[config.mk]
export PLATFORM = sky130hd
export DESIGN_NAME = reg_share_arbiter
export DESIGN_NICKNAME = d
export VERILOG_FILES = /design/src/rtl/reg_share_pkg.sv /design/src/rtl/rr_priority_picker.sv /design/src/rtl/reg_share_arbiter.sv
export SDC_FILE = /design/constraint.sdc
export NUM_CORES = 1
export LEC_CHECK = 0
export BUFFER_PORTS_ARGS = -buffer_cell sky130_fd_sc_hd__clkbuf_2
export CORE_MARGIN = 8
export CORE_UTILIZATION = 49
export CTS_CLUSTER_DIAMETER = 80
export DETAILED_ROUTE_END_ITERATION = 8
export PLACE_DENSITY = 0.75
export RECOVER_POWER = 100
export SLEW_MARGIN = 30
export SYNTH_ARGS = -nofsm -noshare
export SYNTH_HDL_FRONTEND = slang
export SYNTH_HIERARCHICAL = 1
export SYNTH_SLANG_ARGS = --single-unit
[constraint.sdc]
create_clock -name clk -period 2.4 [get_ports clk]
set_input_delay 0.12 -clock clk [delete_from_list [all_inputs] [get_ports clk]]
set_output_delay 0.12 -clock clk [all_outputs]
set_load 0.1 [all_outputs]
[src/rtl/reg_share_pkg.sv]
// Shared types and widths for the round-robin register-sharing arbiter.
package reg_share_pkg;

    typedef enum logic {IDLE, HOLD} reg_share_state_t;

    localparam int REG_SHARE_CNT_W  = 16;
    localparam int REG_SHARE_HOLD_W = 8;

endpackage

[src/rtl/rr_priority_picker.sv]
// Combinational round-robin picker: first set request at or after ptr, wrapping.
module rr_priority_picker #(
    parameter  int N_REQ = 4,
    localparam int IDX_W = $clog2(N_REQ)
) (
    input  logic [N_REQ-1:0] req,
    input  logic [IDX_W-1:0] ptr,
    output logic             any_grant,
    output logic [IDX_W-1:0] winner
);

    logic [N_REQ-1:0]   mask;
    logic [2*N_REQ-1:0] dbl;

    // Lower half keeps only requests at/after ptr; upper half is the wrapped copy.
    always_comb begin
        mask = '0;
        for (int i = 0; i < N_REQ; i++) begin
            mask[i] = (IDX_W'(i) >= ptr);
        end
        dbl       = {req, req & mask};
        any_grant = 1'b0;
        winner    = '0;
        for (int i = 0; i < 2*N_REQ; i++) begin
            if (dbl[i] && !any_grant) begin
                any_grant = 1'b1;
                winner    = (i < N_REQ) ? IDX_W'(i) : IDX_W'(i - N_REQ);
            end
        end
    end

endmodule

[src/rtl/reg_share_arbiter.sv]
// Round-robin sharing of one flop register among N_REQ requesters with a post-load hold.
// Optional load counter output load_cnt is enabled by defining REG_SHARE_CNT_EN.
module reg_share_arbiter
    import reg_share_pkg::*;
#(
    parameter  int N_REQ       = 4,
    parameter  int WIDTH       = 4,
    parameter  int HOLD_CYCLES = 1,
    localparam int IDX_W       = $clog2(N_REQ)
) (
    input  logic                   clk,
    input  logic                   reset,
    input  logic [N_REQ-1:0]       req,
    input  logic [N_REQ*WIDTH-1:0] d,
    output logic [WIDTH-1:0]       q,
    output logic                   valid,
    output logic [IDX_W-1:0]       owner,
    output logic [N_REQ-1:0]       ack,
    output logic                   busy
`ifdef REG_SHARE_CNT_EN
    ,
    output logic [REG_SHARE_CNT_W-1:0] load_cnt
`endif
);

    localparam logic [REG_SHARE_HOLD_W-1:0] HOLD_INIT = REG_SHARE_HOLD_W'(HOLD_CYCLES);
    localparam logic [IDX_W-1:0]            LAST_IDX  = IDX_W'(N_REQ - 1);

    reg_share_state_t            state_q, state_d;
    logic [IDX_W-1:0]            ptr_q, ptr_d;
    logic [REG_SHARE_HOLD_W-1:0] hold_cnt_q, hold_cnt_d;
    logic [WIDTH-1:0]            q_q, q_d;
    logic                        valid_q, valid_d;
    logic [IDX_W-1:0]            owner_q, owner_d;
    logic [N_REQ-1:0]            ack_q, ack_d;

    logic [N_REQ-1:0] req_masked;
    logic             pick_any;
    logic [IDX_W-1:0] pick_win;
    logic             grant;

    // A request being acked this cycle must not win again when there is no hold.
    assign req_masked = req & ~ack_q;

    rr_priority_picker #(
        .N_REQ(N_REQ)
    ) u_picker (
        .req      (req_masked),
        .ptr      (ptr_q),
        .any_grant(pick_any),
        .winner   (pick_win)
    );

    assign grant = (state_q == IDLE) && pick_any;

    always_comb begin
        state_d    = state_q;
        ptr_d      = ptr_q;
        hold_cnt_d = hold_cnt_q;
        q_d        = q_q;
        valid_d    = valid_q;
        owner_d    = owner_q;
        ack_d      = '0;
        case (state_q)
            IDLE: begin
                if (pick_any) begin
                    q_d        = d[pick_win*WIDTH +: WIDTH];
                    owner_d    = pick_win;
                    ack_d      = N_REQ'(1) << pick_win;
                    valid_d    = 1'b1;
                    ptr_d      = (pick_win == LAST_IDX) ? '0 : pick_win + IDX_W'(1);
                    hold_cnt_d = HOLD_INIT;
                    state_d    = (HOLD_CYCLES > 0) ? HOLD : IDLE;
                end
            end
            HOLD: begin
                hold_cnt_d = hold_cnt_q - REG_SHARE_HOLD_W'(1);
                if (hold_cnt_q <= REG_SHARE_HOLD_W'(1)) begin
                    state_d = IDLE;
                end
            end
            default: state_d = IDLE;
        endcase
    end

    always_ff @(posedge clk) begin
        if (reset) begin
            state_q    <= IDLE;
            ptr_q      <= '0;
            hold_cnt_q <= '0;
            q_q        <= '0;
            valid_q    <= 1'b0;
            owner_q    <= '0;
            ack_q      <= '0;
        end else begin
            state_q    <= state_d;
            ptr_q      <= ptr_d;
            hold_cnt_q <= hold_cnt_d;
            q_q        <= q_d;
            valid_q    <= valid_d;
            owner_q    <= owner_d;
            ack_q      <= ack_d;
        end
    end

    assign q     = q_q;
    assign valid = valid_q;
    assign owner = owner_q;
    assign ack   = ack_q;
    assign busy  = (state_q == HOLD);

`ifdef REG_SHARE_CNT_EN
    logic [REG_SHARE_CNT_W-1:0] load_cnt_q, load_cnt_d;

    // Saturating count of grant edges.
    always_comb begin
        load_cnt_d = load_cnt_q;
        if (grant && (load_cnt_q != '1)) begin
            load_cnt_d = load_cnt_q + REG_SHARE_CNT_W'(1);
        end
    end

    always_ff @(posedge clk) begin
        if (reset) begin
            load_cnt_q <= '0;
        end else begin
            load_cnt_q <= load_cnt_d;
        end
    end

    assign load_cnt = load_cnt_q;
`else
    logic unused_grant;
    assign unused_grant = grant;
`endif

endmodule
Word level (Yosys, flattened, before mapping)
Cells that the tools add are included.
- $add $sub $neg: 2
- order comparisons: 5
- equal/unequal tests: 2
- shift operators: 2
- multiplexer cells: 21
- bitwise operators: 5
- reductions and logical operators: 16
- operator list (operator ; count):
    8-bit one-hot mux with 2 select lines ; 1
    16-bit by 5-bit indexed part select with 4-bit output ; 1
    2-bit 2-to-1 mux ; 7
    1-bit 2-to-1 mux ; 11
    4-bit bitwise AND ; 2
    8-bit by 1-bit <= comparator with 1-bit output (second input constant) ; 1
    8-bit 2-to-1 mux ; 1
    8-bit by 1-bit subtractor with 8-bit output (second input constant) ; 1
    1-bit logical AND ; 7
    1-bit zero test ; 7
    1-bit by 2-bit greater-or-equal comparator with 1-bit output (first input constant) ; 2
    2-bit greater-or-equal comparator (first input constant) ; 2
    4-bit NOT ; 1
    1-bit by 2-bit << shifter with 4-bit output (first input constant) ; 1
    3-bit OR reduction ; 1
    2-bit by 1-bit adder with 2-bit output (second input constant) ; 1
    2-bit equality test (second input constant) ; 1
    2-bit != test (second input constant) ; 1
    1-bit NOT ; 2
    1-bit one-hot mux with 2 select lines ; 1
    2-bit AND reduction ; 1
- register bits after elaboration: 22
- bits of input ports: 22
- output and inout bits: 12

Depth between registers and ports, before layout
Gate-level depths: netlist of the first run.
- depth after elaboration: 27
- depth in mapped cells: 7
- gate-level depth less buffers: 7

By module
Netlist of the first run, hierarchy kept.
- by module, submodules not included (module ; instances ; cells each ; area each (um^2) ; sequential area each (um^2)):
    reg_share_arbiter ; 1 ; 94 ; 1017.2 ; 440.4
    rr_priority_picker ; 1 ; 12 ; 73.8 ; 0.0

Worst setup path before layout of the first run
OpenSTA, ideal clock, no wires.
- kind: register -> register
- start: reg ack_q[0] (netlist: ack[0])
- end: reg q_q[2] (netlist: q[2])
- setup time: 0.119 ns
- arrival: 2.593 ns
- slack: -0.312 ns
- cell stages (with the launch flop): 8
- path buffers: 1
- period minus slack after synthesis: 2.712 ns
- cells stage by stage: dfxtp_1 > nor2b_1 > mux2i_1 > nor2_1 > a311oi_1 > buf_6 > mux4_2 > a22o_1
- longest elaborated chain between the ends: 26
- elaborated cells on any way between the ends: 34
- those cells by class: 1 x shift; 15 x mux; 3 x bitwise; 15 x reduce/logical
- ends and longest elaborated chain (item ; line ; source):
    from (decl) ; reg_share_arbiter.sv:35 ; logic [N_REQ-1:0] ack_q, ack_d;
    from (signal assigned) ; reg_share_arbiter.sv:102 ; ack_q <= ack_d;
    4-bit NOT * ; reg_share_arbiter.sv:43 ; assign req_masked = req & ~ack_q;
    4-bit bitwise AND * ; reg_share_arbiter.sv:43 ;
    via req_masked[0] ; reg_share_arbiter.sv:37 ; logic [N_REQ-1:0] req_masked;
    4-bit bitwise AND ; rr_priority_picker.sv:21 ; dbl = {req, req & mask};
    1-bit 2-to-1 mux ; rr_priority_picker.sv:25 ; if (dbl[i] && !any_grant) begin
    1-bit zero test ; rr_priority_picker.sv:25 ;
    1-bit logical AND ; rr_priority_picker.sv:25 ;
    1-bit 2-to-1 mux ; rr_priority_picker.sv:25 ;
    (+12 left out) ; n/a ;
    1-bit zero test ; rr_priority_picker.sv:25 ;
    1-bit logical AND ; rr_priority_picker.sv:25 ;
    1-bit 2-to-1 mux ; rr_priority_picker.sv:25 ;
    1-bit zero test ; rr_priority_picker.sv:25 ;
    1-bit logical AND ; rr_priority_picker.sv:25 ;
    2-bit 2-to-1 mux * ; rr_priority_picker.sv:25 ;
    via pick_win[0] ; reg_share_arbiter.sv:39 ; logic [IDX_W-1:0] pick_win;
    16-bit by 5-bit indexed part select with 4-bit output * ; reg_share_arbiter.sv:67 ; q_d = d[pick_win*WIDTH +: WIDTH];
    to (signal assigned) ; reg_share_arbiter.sv:99 ; q_q <= q_d;
    to (decl) ; reg_share_arbiter.sv:32 ; logic [WIDTH-1:0] q_q, q_d;
Mark *: on every way through the listed nets, which the timed path passes. The rest lies on a longest branch.
A chain may end at the register's enable or synchronous reset.

Worst setup path in the final report of the first run
- start: reg ack_q[2] (netlist: ack[2])
- end: reg hold_cnt_q[4]
- longest elaborated chain between the ends: 21
- ends and longest elaborated chain (item ; line ; source):
    4-bit NOT * ; reg_share_arbiter.sv:43 ;
    4-bit bitwise AND * ; reg_share_arbiter.sv:43 ;
    via req_masked[2] ; reg_share_arbiter.sv:37 ;
    4-bit bitwise AND ; rr_priority_picker.sv:21 ;
    1-bit logical AND ; rr_priority_picker.sv:25 ;
    1-bit 2-to-1 mux ; rr_priority_picker.sv:25 ;
    1-bit zero test ; rr_priority_picker.sv:25 ;
    1-bit logical AND ; rr_priority_picker.sv:25 ;
    (+7 left out) ; n/a ;
    1-bit zero test ; rr_priority_picker.sv:25 ;
    1-bit logical AND ; rr_priority_picker.sv:25 ;
    1-bit 2-to-1 mux * ; rr_priority_picker.sv:25 ;
    1-bit zero test ; rr_priority_picker.sv:25 ;
    1-bit logical AND ; rr_priority_picker.sv:25 ;
    1-bit 2-to-1 mux * ; rr_priority_picker.sv:25 ;
    via pick_any ; reg_share_arbiter.sv:38 ; logic pick_any;
    2-bit != test (no line) * ; n/a ;
    to (signal assigned) ; reg_share_arbiter.sv:98 ; hold_cnt_q <= hold_cnt_d;
    to (decl) ; reg_share_arbiter.sv:31 ; logic [REG_SHARE_HOLD_W-1:0] hold_cnt_q, hold_cnt_d;
Marks and branches as above.

==> results.toml, run 1 <==
[critical_path]
critPathRequiredTime_ns = 2.67
path_class = "flop to flop"
path_max_fanout = 9
worstSetupStartpoint = "ack[2]"
r2r_start = "ack[2]"
critPathCaptureType = "flop"
start_kind = "flop"
arrival_ns = 2.38

[timing]
finalClockSkew_ns = 0.01050
worstMarginPinSlew_ns = 1.204
slew_viol_final = 0
fmax_ghz = 0.4739
fin_crit_ns = 2.110
rsz0062_at_grt = "no"
setup_tns_ns = 0
relSlewSlack = 0.2010
setup-violations-final = 0
setup_slack_ns = 0.2898
hold_viol_final = 0
finalCritPeriodShare = 0.8793

[logic_synthesis]
synth-adder-area-share = 0.03440
synth.most_common_cell = "dfxtp_1"
synth_compound_area_frac = 0.1709
synth_common_cells = "dfxtp_1 (22), nor2_1 (11), a22o_1 (6), inv_1 (6), nor3_1 (6)"
ys_seq_area_frac = 0.4037
ys_async_sr_fraction = 0
synth_edf_count = 0
synth.largest_area_cell = "dfxtp_1"
synth_top_family_by_area = "simple AND/OR/NAND/NOR gates"
syn-instance-count = 106
netlist.area_leader.share = 0.4037
avgSynthCellArea_um2 = 10.29
ys_ff_latch = 22
synth_xor_xnor_area_share = 0.008028
synth.mux.area_fraction = 0.1124
synth_area_leaders = "dfxtp_1 (40%), mux4_2 (8.3%), a22o_1 (4.8%), nor2_1 (3.8%), ha_1 (3.4%)"
synth-main-ff-cell = "dfxtp_1"
netlist_area_um2 = 1091
yosys_warnings = 6
yosys.area_share.simple = 0.2213
yosysUniqueCellTypes = 39
synth_fp_nets = 131

[global_routing]
grt_usage = 0.1215
gr-usage-met2 = 0.2330
grt_pass1_vias = 902
met1_usage = 0.1071
antenna_found_initial = 0
grt_start_max_net_pins = 17
grt.met3_usage = 0.05300
grt_first_pass_wirelength_mm = 3.946
grt-ovfl-total = 0
grt-busiest-layer = "met2"

[floorplanning]
initial_core_util = 0.5079
dieArea_um2 = 3992
core_area_um2 = 2148
die_height_um = 63.19
dieWidth_um = 63.19
ios = 34
rows = 17

[layout]
drive_gt1_frac = 0.2734
nets = 165
final_core_util = 0.6057
multiInputGateArea_um2 = 591.8
nFillCells = 197
diodes = 0
syn2layout_area_growth_pct = 19.27
seq_area_um2 = 441.7
stdcell_count = 167
final_area_um2 = 1301

[clocking]
cts_resized = 0
cts_setup_buffers = 0
clock_tree.buffer_depth = 2
cts.clk_slew.worst_paths_ns = 0.12
cts_hold_buf = 0
root_buffer = "clkbuf_4"
cts_tree = "yes"
insertion_delay_ns = 0.32
htreeDepth = 1
cts_buffers = 3
clock-sinks = 22

[power_and_ir_drop]
vdd_drop_max_uv = 691.5
power_per_cell_area_nw_per_um2 = 1052
p_leak_nw = 0.5480

[worst_hold_path]
hold_path.startpoint = "reset"
worstHoldPathType = "input port to flop"

[placement]
dp_cells = 163
numPortBuffers = 33
placed_area_um2 = 1277
dp_hpwl_mm = 1.880
dp_worst_setup_slack_ns = 0.3468
place.gp.congestion = 0.8302

[route]
wl_per_cell_um = 14.44
drt_iter0_drc = 30
via_count = 926
drtAntennaViolNets = 0
dr.pass1.iters = 4
drt_wl_total_mm = 2.412
viasPerCell = 5.545
drcViolationCount = 0

[outcome]
status = "finished, final reports clean"

[job]
cap_violations = 0
## where the power goes
| group | switching [mW] | internal, mW | leakage, nW | total [mW] |
|---|---|---|---|---|
| combinational | 0.422 | 0.174 | 0.339 | 0.596 |
| sequential | 0.0602 | 0.429 | 0.181 | 0.489 |
| clock | 0.115 | 0.169 | 0.0279 | 0.284 |
| total | 0.597 | 0.772 | 0.548 | 1.37 |
## through the flow
stage               power [mW]  hold WS (ns)
finish                   1.369        0.1890
floorplan                1.009        0.4497
global placement         1.097        0.4573
CTS                      1.397        0.2055
detailed placement       1.110        0.4681
global route             1.436        0.1881
## flip-flops by register name, summed over array words and instances (netlist names)
register,count
hold_cnt_q,8
ack,4
q,4
owner,2
ptr_q,2
busy,1
valid,1
## area by class of cell
cell class	instances	share of cell area
Multi-Input combinational cell	73	0.4548
Sequential cell	22	0.3394
Timing Repair Buffer	34	0.1212
Tap cell	28	0.02692
Clock inverter	1	0.02308
Clock buffer	3	0.01731
Inverter	6	0.01731
## layout by cell type, fill, tap and decap left out, types with 2 or more instances in the layout
cell and instances:
clkbuf_2 21, clkbuf_1 12, nor2b_1 5, a21oi_1 4
nor2_1 12, nand2b_1 2, clkbuf_4 3, ha_1 3
nand3_1 2, inv_1 6, o21ai_0 3, nor3b_1 3
mux4_2 4, o31a_1 2, a22o_1 6, nand2_1 2
dfxtp_1 21, nor3_1 6
## kinds of logic (layout without fill, tap and decap cells)
family / count (synthesis) / in the layout
xor gates and xnor gates: 1 / 1
buffers and inverters: 11 / 44
muxes: 7 / 7
DFF: 22 / 22
AOI/OAI and AO/OA: 24 / 24
and+or+nand+nor: 38 / 38
adders and majority gates: 3 / 3
## per-layer routing
| layer | vias up | share of wire |
|---|---|---|
| met5 | - | 0 |
| met4 | 0 | 0.013 |
| met3 | 4 | 0.051 |
| met2 | 17 | 0.56 |
| met1 | 448 | 0.38 |
| li1 | 457 | - |
## critical path: stages, from the launching register on
cell	delay (ns)
dfxtp_1	0.35
nor2b_1	0.08
or4_1	0.61
nor2b_1	0.24
nor2_1	0.51
a31o_2	0.25
## path summary, 6_finish.rpt
check	to	slack, ns	depth (start not counted)
setup / recovery	hold_cnt_q[4]	0.29	5
hold / removal	hold_cnt_q[3]	0.19	2
setup reg to reg	hold_cnt_q[4]	0.29	5
hold reg to reg	valid	0.48	2
No activity file was read; power rests on OpenSTA's default activity.
==> run 2, diff against run 1 <==
--- a/config.mk
+++ b/config.mk
@@ -7,10 +7,10 @@
 export LEC_CHECK = 0
 export BUFFER_PORTS_ARGS = -buffer_cell sky130_fd_sc_hd__clkbuf_2
 export CORE_MARGIN = 8
-export CORE_UTILIZATION = 49
+export CORE_UTILIZATION = 44
 export CTS_CLUSTER_DIAMETER = 80
 export DETAILED_ROUTE_END_ITERATION = 8
-export PLACE_DENSITY = 0.75
+export PLACE_DENSITY = 0.71
 export RECOVER_POWER = 100
 export SLEW_MARGIN = 30
 export SYNTH_ARGS = -nofsm -noshare
==> constraint.sdc (replaced) <==
create_clock -name clk -period 1.75 [get_ports clk]
set_input_delay 0.0875 -clock clk [delete_from_list [all_inputs] [get_ports clk]]
set_output_delay 0.0875 -clock clk [all_outputs]
set_load 0.1 [all_outputs]
==> results.toml, run 2 (synthesis results as in run 1) <==
[critical_path]
path_class = "flop to flop"
path_max_fanout = 5
start_kind = "flop"
critPathRequiredTime_ns = 1.96
critPathCaptureType = "flop"
arrival_ns = 2.08

[power_and_ir_drop]
vdd_drop_max_uv = 889.2
swShare = 0.4664
pwr-share-comb = 0.503
total_power_mw = 1.840
p_sw_uw = 858.1
p_leak_nw = 0.6241
sequentialPowerShare = 0.368
p_clk_frac = 0.129
power_per_cell_area_nw_per_um2 = 1302
intPower_uw = 981.8

[timing]
finalClockSkew_ns = 0.008870
fin_crit_ns = 1.870
setup_slack_ns = -0.1201
slew_viol_final = 0
worstMarginPinSlew_ns = 0.5577
finalCritPeriodShare = 1.069
fmax_ghz = 0.5347
relSlewSlack = 0.6298
hold_viol_final = 0
rsz0062_at_grt = "yes"
setup-violations-final = 4

[layout]
syn2layout_area_growth_pct = 29.47
diodes = 0
nets = 172
largest_reg_flops = 8
nFillCells = 217
final_area_um2 = 1413
drive_gt1_frac = 0.4658
layout_commonest_cell = "clkbuf_2"
layout_common_cells = "clkbuf_2 (33), dfxtp_1 (16), nor2_1 (11)"
regMostFlops = "hold_cnt_q"

[clocking]
cts_tree = "yes"
root_buffer = "clkbuf_4"
htreeDepth = 1
cts_buffers = 3
clock_tree.buffer_depth = 2
cts_hold_buf = 0
insertion_delay_ns = 0.31
cts.clk_slew.worst_paths_ns = 0.11
clock-sinks = 22

[global_routing]
grt_pass1_vias = 974
antenna_found_initial = 0
grt-ovfl-total = 0
grt_start_max_net_pins = 17
grt_usage = 0.1229
grt_first_pass_wirelength_mm = 4.202

[placement]
dp_hpwl_mm = 1.981
place.gp.congestion = 0.7489
numPortBuffers = 33
placed_area_um2 = 1358

[route]
drt_iter0_drc = 32
wl_per_cell_um = 14.93
via_count = 941
drcViolationCount = 0
drt_wl_total_mm = 2.627
viasPerCell = 5.347
dr.pass1.iters = 4
drtAntennaViolNets = 0

[floorplanning]
die_height_um = 65.80
rows = 18
core_area_um2 = 2410
initial_core_util = 0.4528
dieWidth_um = 65.80
dieArea_um2 = 4329
ios = 34

[outcome]
violations = "negative setup slack"
status = "finished with violations"

[worst_hold_path]
worstHoldPathType = "input port to flop"

[job]
cap_violations = 0
-- run 2: cell count changes in the layout (fill, tap and decap cells not counted), sizes merged --
cell,before,now
nor2,12,13
clkbuf,36,40
bufinv,1,0
buf,1,3
clkinv,0,1
-- run 2: metrics by stage --
| step | std cells | TNS [ns] | setup slack, ns | util | hold slack [ns] |
|---|---|---|---|---|---|
| 2_1_floorplan | 106 | -1.544 | -0.2670 | - | 0.4245 |
| 3_3_place_gp | 171 | -0.1957 | -0.06676 | 0.5633 | 0.4598 |
| 3_5_place_dp | 171 | -0.5651 | -0.1411 | 0.5633 | 0.4603 |
| 4_1_cts | 175 | -0.3146 | -0.08778 | 0.5846 | 0.1906 |
| 5_1_grt | 176 | -0.9917 | -0.2399 | 0.5862 | 0.1990 |
| 6_report | 176 | -0.3888 | -0.1201 | 0.5862 | 0.2048 |
-- run 2: what timing repair did --
action	4_1_cts	5_1_grt
buffers inserted	0	1
pin swaps	1	2
endpoints found under the setup margin	5	10
resized for setup	6	2
gates cloned	0	1
-- run 2: routing by layer --
layer  share of wire  GRT usage  up-vias
li1                -          -      475
met4          0.0080    0.04360        0
met1            0.39     0.1172      446
met3           0.056    0.04915        2
met5               0          0        -
met2            0.55     0.2302       18
-- run 2: power groups by stage --
stage | registers [mW] | clock network (mW) | logic (mW)
after floorplan | 1.03 | 0 | 0.376
after CTS | 0.677 | 0.247 | 0.924
after global routing | 0.691 | 0.262 | 0.979
after global placement | 0.681 | 0 | 0.876
after detailed placement | 0.684 | 0 | 0.901
final | 0.677 | 0.237 | 0.926
-- run 2: cell type report --
class / instances / area (um2) / area share
multi-input cells: 74 / 658.1 / 0.4659
flip-flops and latches: 22 / 457.9 / 0.3242
repair buffers: 40 / 210.2 / 0.1488
well taps: 30 / 37.54 / 0.02657
clock buffers: 3 / 22.52 / 0.01594
inverters: 6 / 22.52 / 0.01594
clock inverters: 1 / 3.754 / 0.002657
-- run 2: worst paths after layout --
| path | from | endpoint | slack, ns | depth (start not counted) |
|---|---|---|---|---|
| max reg2reg | ack[3] | q[2] | -0.12 | 6 |
| min | d[15] | q[3] | 0.20 | 3 |
| min reg2reg | valid | valid | 0.48 | 2 |
| max | ack[3] | q[2] | -0.12 | 6 |
-- run 2: worst max-delay path: stages, from the launching register on --
cell	delay, ns
dfxtp_4	0.37
nor2b_4	0.13
a21oi_1	0.10
a311oi_2	0.26
buf_4	0.20
mux4_2	0.50
a22o_1	0.21
==> run 3, diff against run 2 <==
--- a/config.mk
+++ b/config.mk
@@ -5,11 +5,13 @@
 export SDC_FILE = /design/constraint.sdc
 export NUM_CORES = 1
 export LEC_CHECK = 0
+export ABC_AREA = 0
 export BUFFER_PORTS_ARGS = -buffer_cell sky130_fd_sc_hd__clkbuf_2
 export CORE_MARGIN = 8
 export CORE_UTILIZATION = 44
 export CTS_CLUSTER_DIAMETER = 80
 export DETAILED_ROUTE_END_ITERATION = 8
+export MAX_ROUTING_LAYER = met4
 export PLACE_DENSITY = 0.71
 export RECOVER_POWER = 100
 export SLEW_MARGIN = 30
==> results.toml, run 3 (synthesis results as in run 1) <==
[outcome]
status = "finished with violations"
violations = "negative setup slack"

[floorplanning]
die_height_um = 65.80
dieWidth_um = 65.80
rows = 18
core_area_um2 = 2410
initial_core_util = 0.4528
dieArea_um2 = 4329
ios = 34

[timing]
worst_hold_slack_ns = 0.2048
setup_tns_ns = -0.3888
setup-violations-final = 4
setup_slack_ns = -0.1201
slew_viol_final = 0
hold_viol_final = 0
rsz0062_at_grt = "yes"
fin_crit_ns = 1.870
worstMarginPinSlew_ns = 0.5577
relSlewSlack = 0.6298
fmax_ghz = 0.5347
finalCritPeriodShare = 1.069
finalClockSkew_ns = 0.008870

[layout]
drive_gt1_frac = 0.4658
syn2layout_area_growth_pct = 29.47
layout_common_cells = "clkbuf_2 (33), dfxtp_1 (16), nor2_1 (11)"
final_area_um2 = 1413
regMostFlops = "hold_cnt_q"
diodes = 0
nets = 172
largest_reg_flops = 8
layout_commonest_cell = "clkbuf_2"

[route]
viasPerCell = 5.341
wl_per_cell_um = 14.97
drt_wl_total_mm = 2.635
dr.pass1.iters = 4
via_count = 940
drtAntennaViolNets = 0
drcViolationCount = 0
drt_iter0_drc = 33

[placement]
place.gp.congestion = 0.7585
numPortBuffers = 33
placed_area_um2 = 1358
dp_hpwl_mm = 1.981
dp_worst_setup_slack_ns = -0.1411

[global_routing]
grt_usage = 0.1268
antenna_found_initial = 0
grt_start_max_net_pins = 17
grt_pass1_vias = 971
grt_first_pass_wirelength_mm = 4.215
grt-ovfl-total = 0

[critical_path]
reg2regPathDepth = 6
r2r_start = "ack[3]"
cpPeakStageDelay_ns = 0.50
start_kind = "flop"
critPathRequiredTime_ns = 1.96
path_class = "flop to flop"
critPathCaptureType = "flop"
critPathBufInv = 1
reg2reg_slack_ns = -0.12
path_max_fanout = 5
crit_end = "q[2]"
worstSetupStartpoint = "ack[3]"
cpMaxStageDelayCell = "mux4_2"
r2r_end = "q[2]"
arrival_ns = 2.08
critPathTopFamily = "compound AO/OA/AOI/OAI gates"
crit_chain = "nor2b_4 -> a21oi_1 -> a311oi_2 -> buf_4 -> mux4_2 -> a22o_1"
cp.depth = 6

[power_and_ir_drop]
vdd_drop_max_uv = 889.2
p_leak_nw = 0.6241
total_power_mw = 1.840
power_per_cell_area_nw_per_um2 = 1302

[clocking]
cts_buffers = 3
htreeDepth = 1
insertion_delay_ns = 0.31
cts_tree = "yes"
cts.clk_slew.worst_paths_ns = 0.11
root_buffer = "clkbuf_4"
clock-sinks = 22
clock_tree.buffer_depth = 2

[worst_hold_path]
worstHoldPathType = "input port to flop"

[job]
cap_violations = 0
-- run 3: layout make-up --
class                           count  area [um2]
Tap cell                           30       37.54
Clock inverter                      1       3.754
Fill cell                         217       997.2
Clock buffer                        3       22.52
Sequential cell                    22       457.9
Timing Repair Buffer               40       210.2
Multi-Input combinational cell     74       658.1
Inverter                            6       22.52
-- run 3: worst min-delay path by stage --
stage | start | to | slack [ns] | cells after the start
3_3_place_gp | owner[1] | owner[1] | 0.46 | 1
3_5_place_dp | owner[1] | owner[1] | 0.46 | 1
4_1_cts | reset | busy | 0.19 | 2
5_1_grt | d[11] | q[3] | 0.20 | 3
6_report | d[15] | q[3] | 0.20 | 3
2_1_floorplan | d[0] | q[0] | 0.42 | 2
-- run 3: through the flow --
stage / utilization / std cells
after global routing: 0.5862 / 176
after CTS: 0.5846 / 175
after floorplan: - / 106
after global placement: 0.5633 / 171
final: 0.5862 / 176
after detailed placement: 0.5633 / 171
-- run 3: tightest hold or removal path, stage by stage --
cell,delay (ns)
clkbuf_2,0.07
mux4_2,0.21
a22o_1,0.11
-- run 3: repair_timing --
action	4_1_cts	5_1_grt
setup buffers	0	1
cloned	0	1
pin swaps	1	2
hold buffers	0	0
resized for setup	6	2
setup endpoints to repair	5	10
-- run 3: routing by layer --
layer  vias up  part of all wire  track usage
met4         0            0.0080      0.04360
met5         -                 0            -
met1       445              0.39       0.1182
met3         2             0.055      0.04915
met2        18              0.54       0.2302
li1        475                 -            -
-- run 3: power breakdown --
| group | internal, mW | switching (mW) | leakage (nW) |
|---|---|---|---|
| combinational | 0.305 | 0.620 | 0.424 |
| sequential | 0.593 | 0.0838 | 0.185 |
| clock | 0.0834 | 0.154 | 0.0154 |
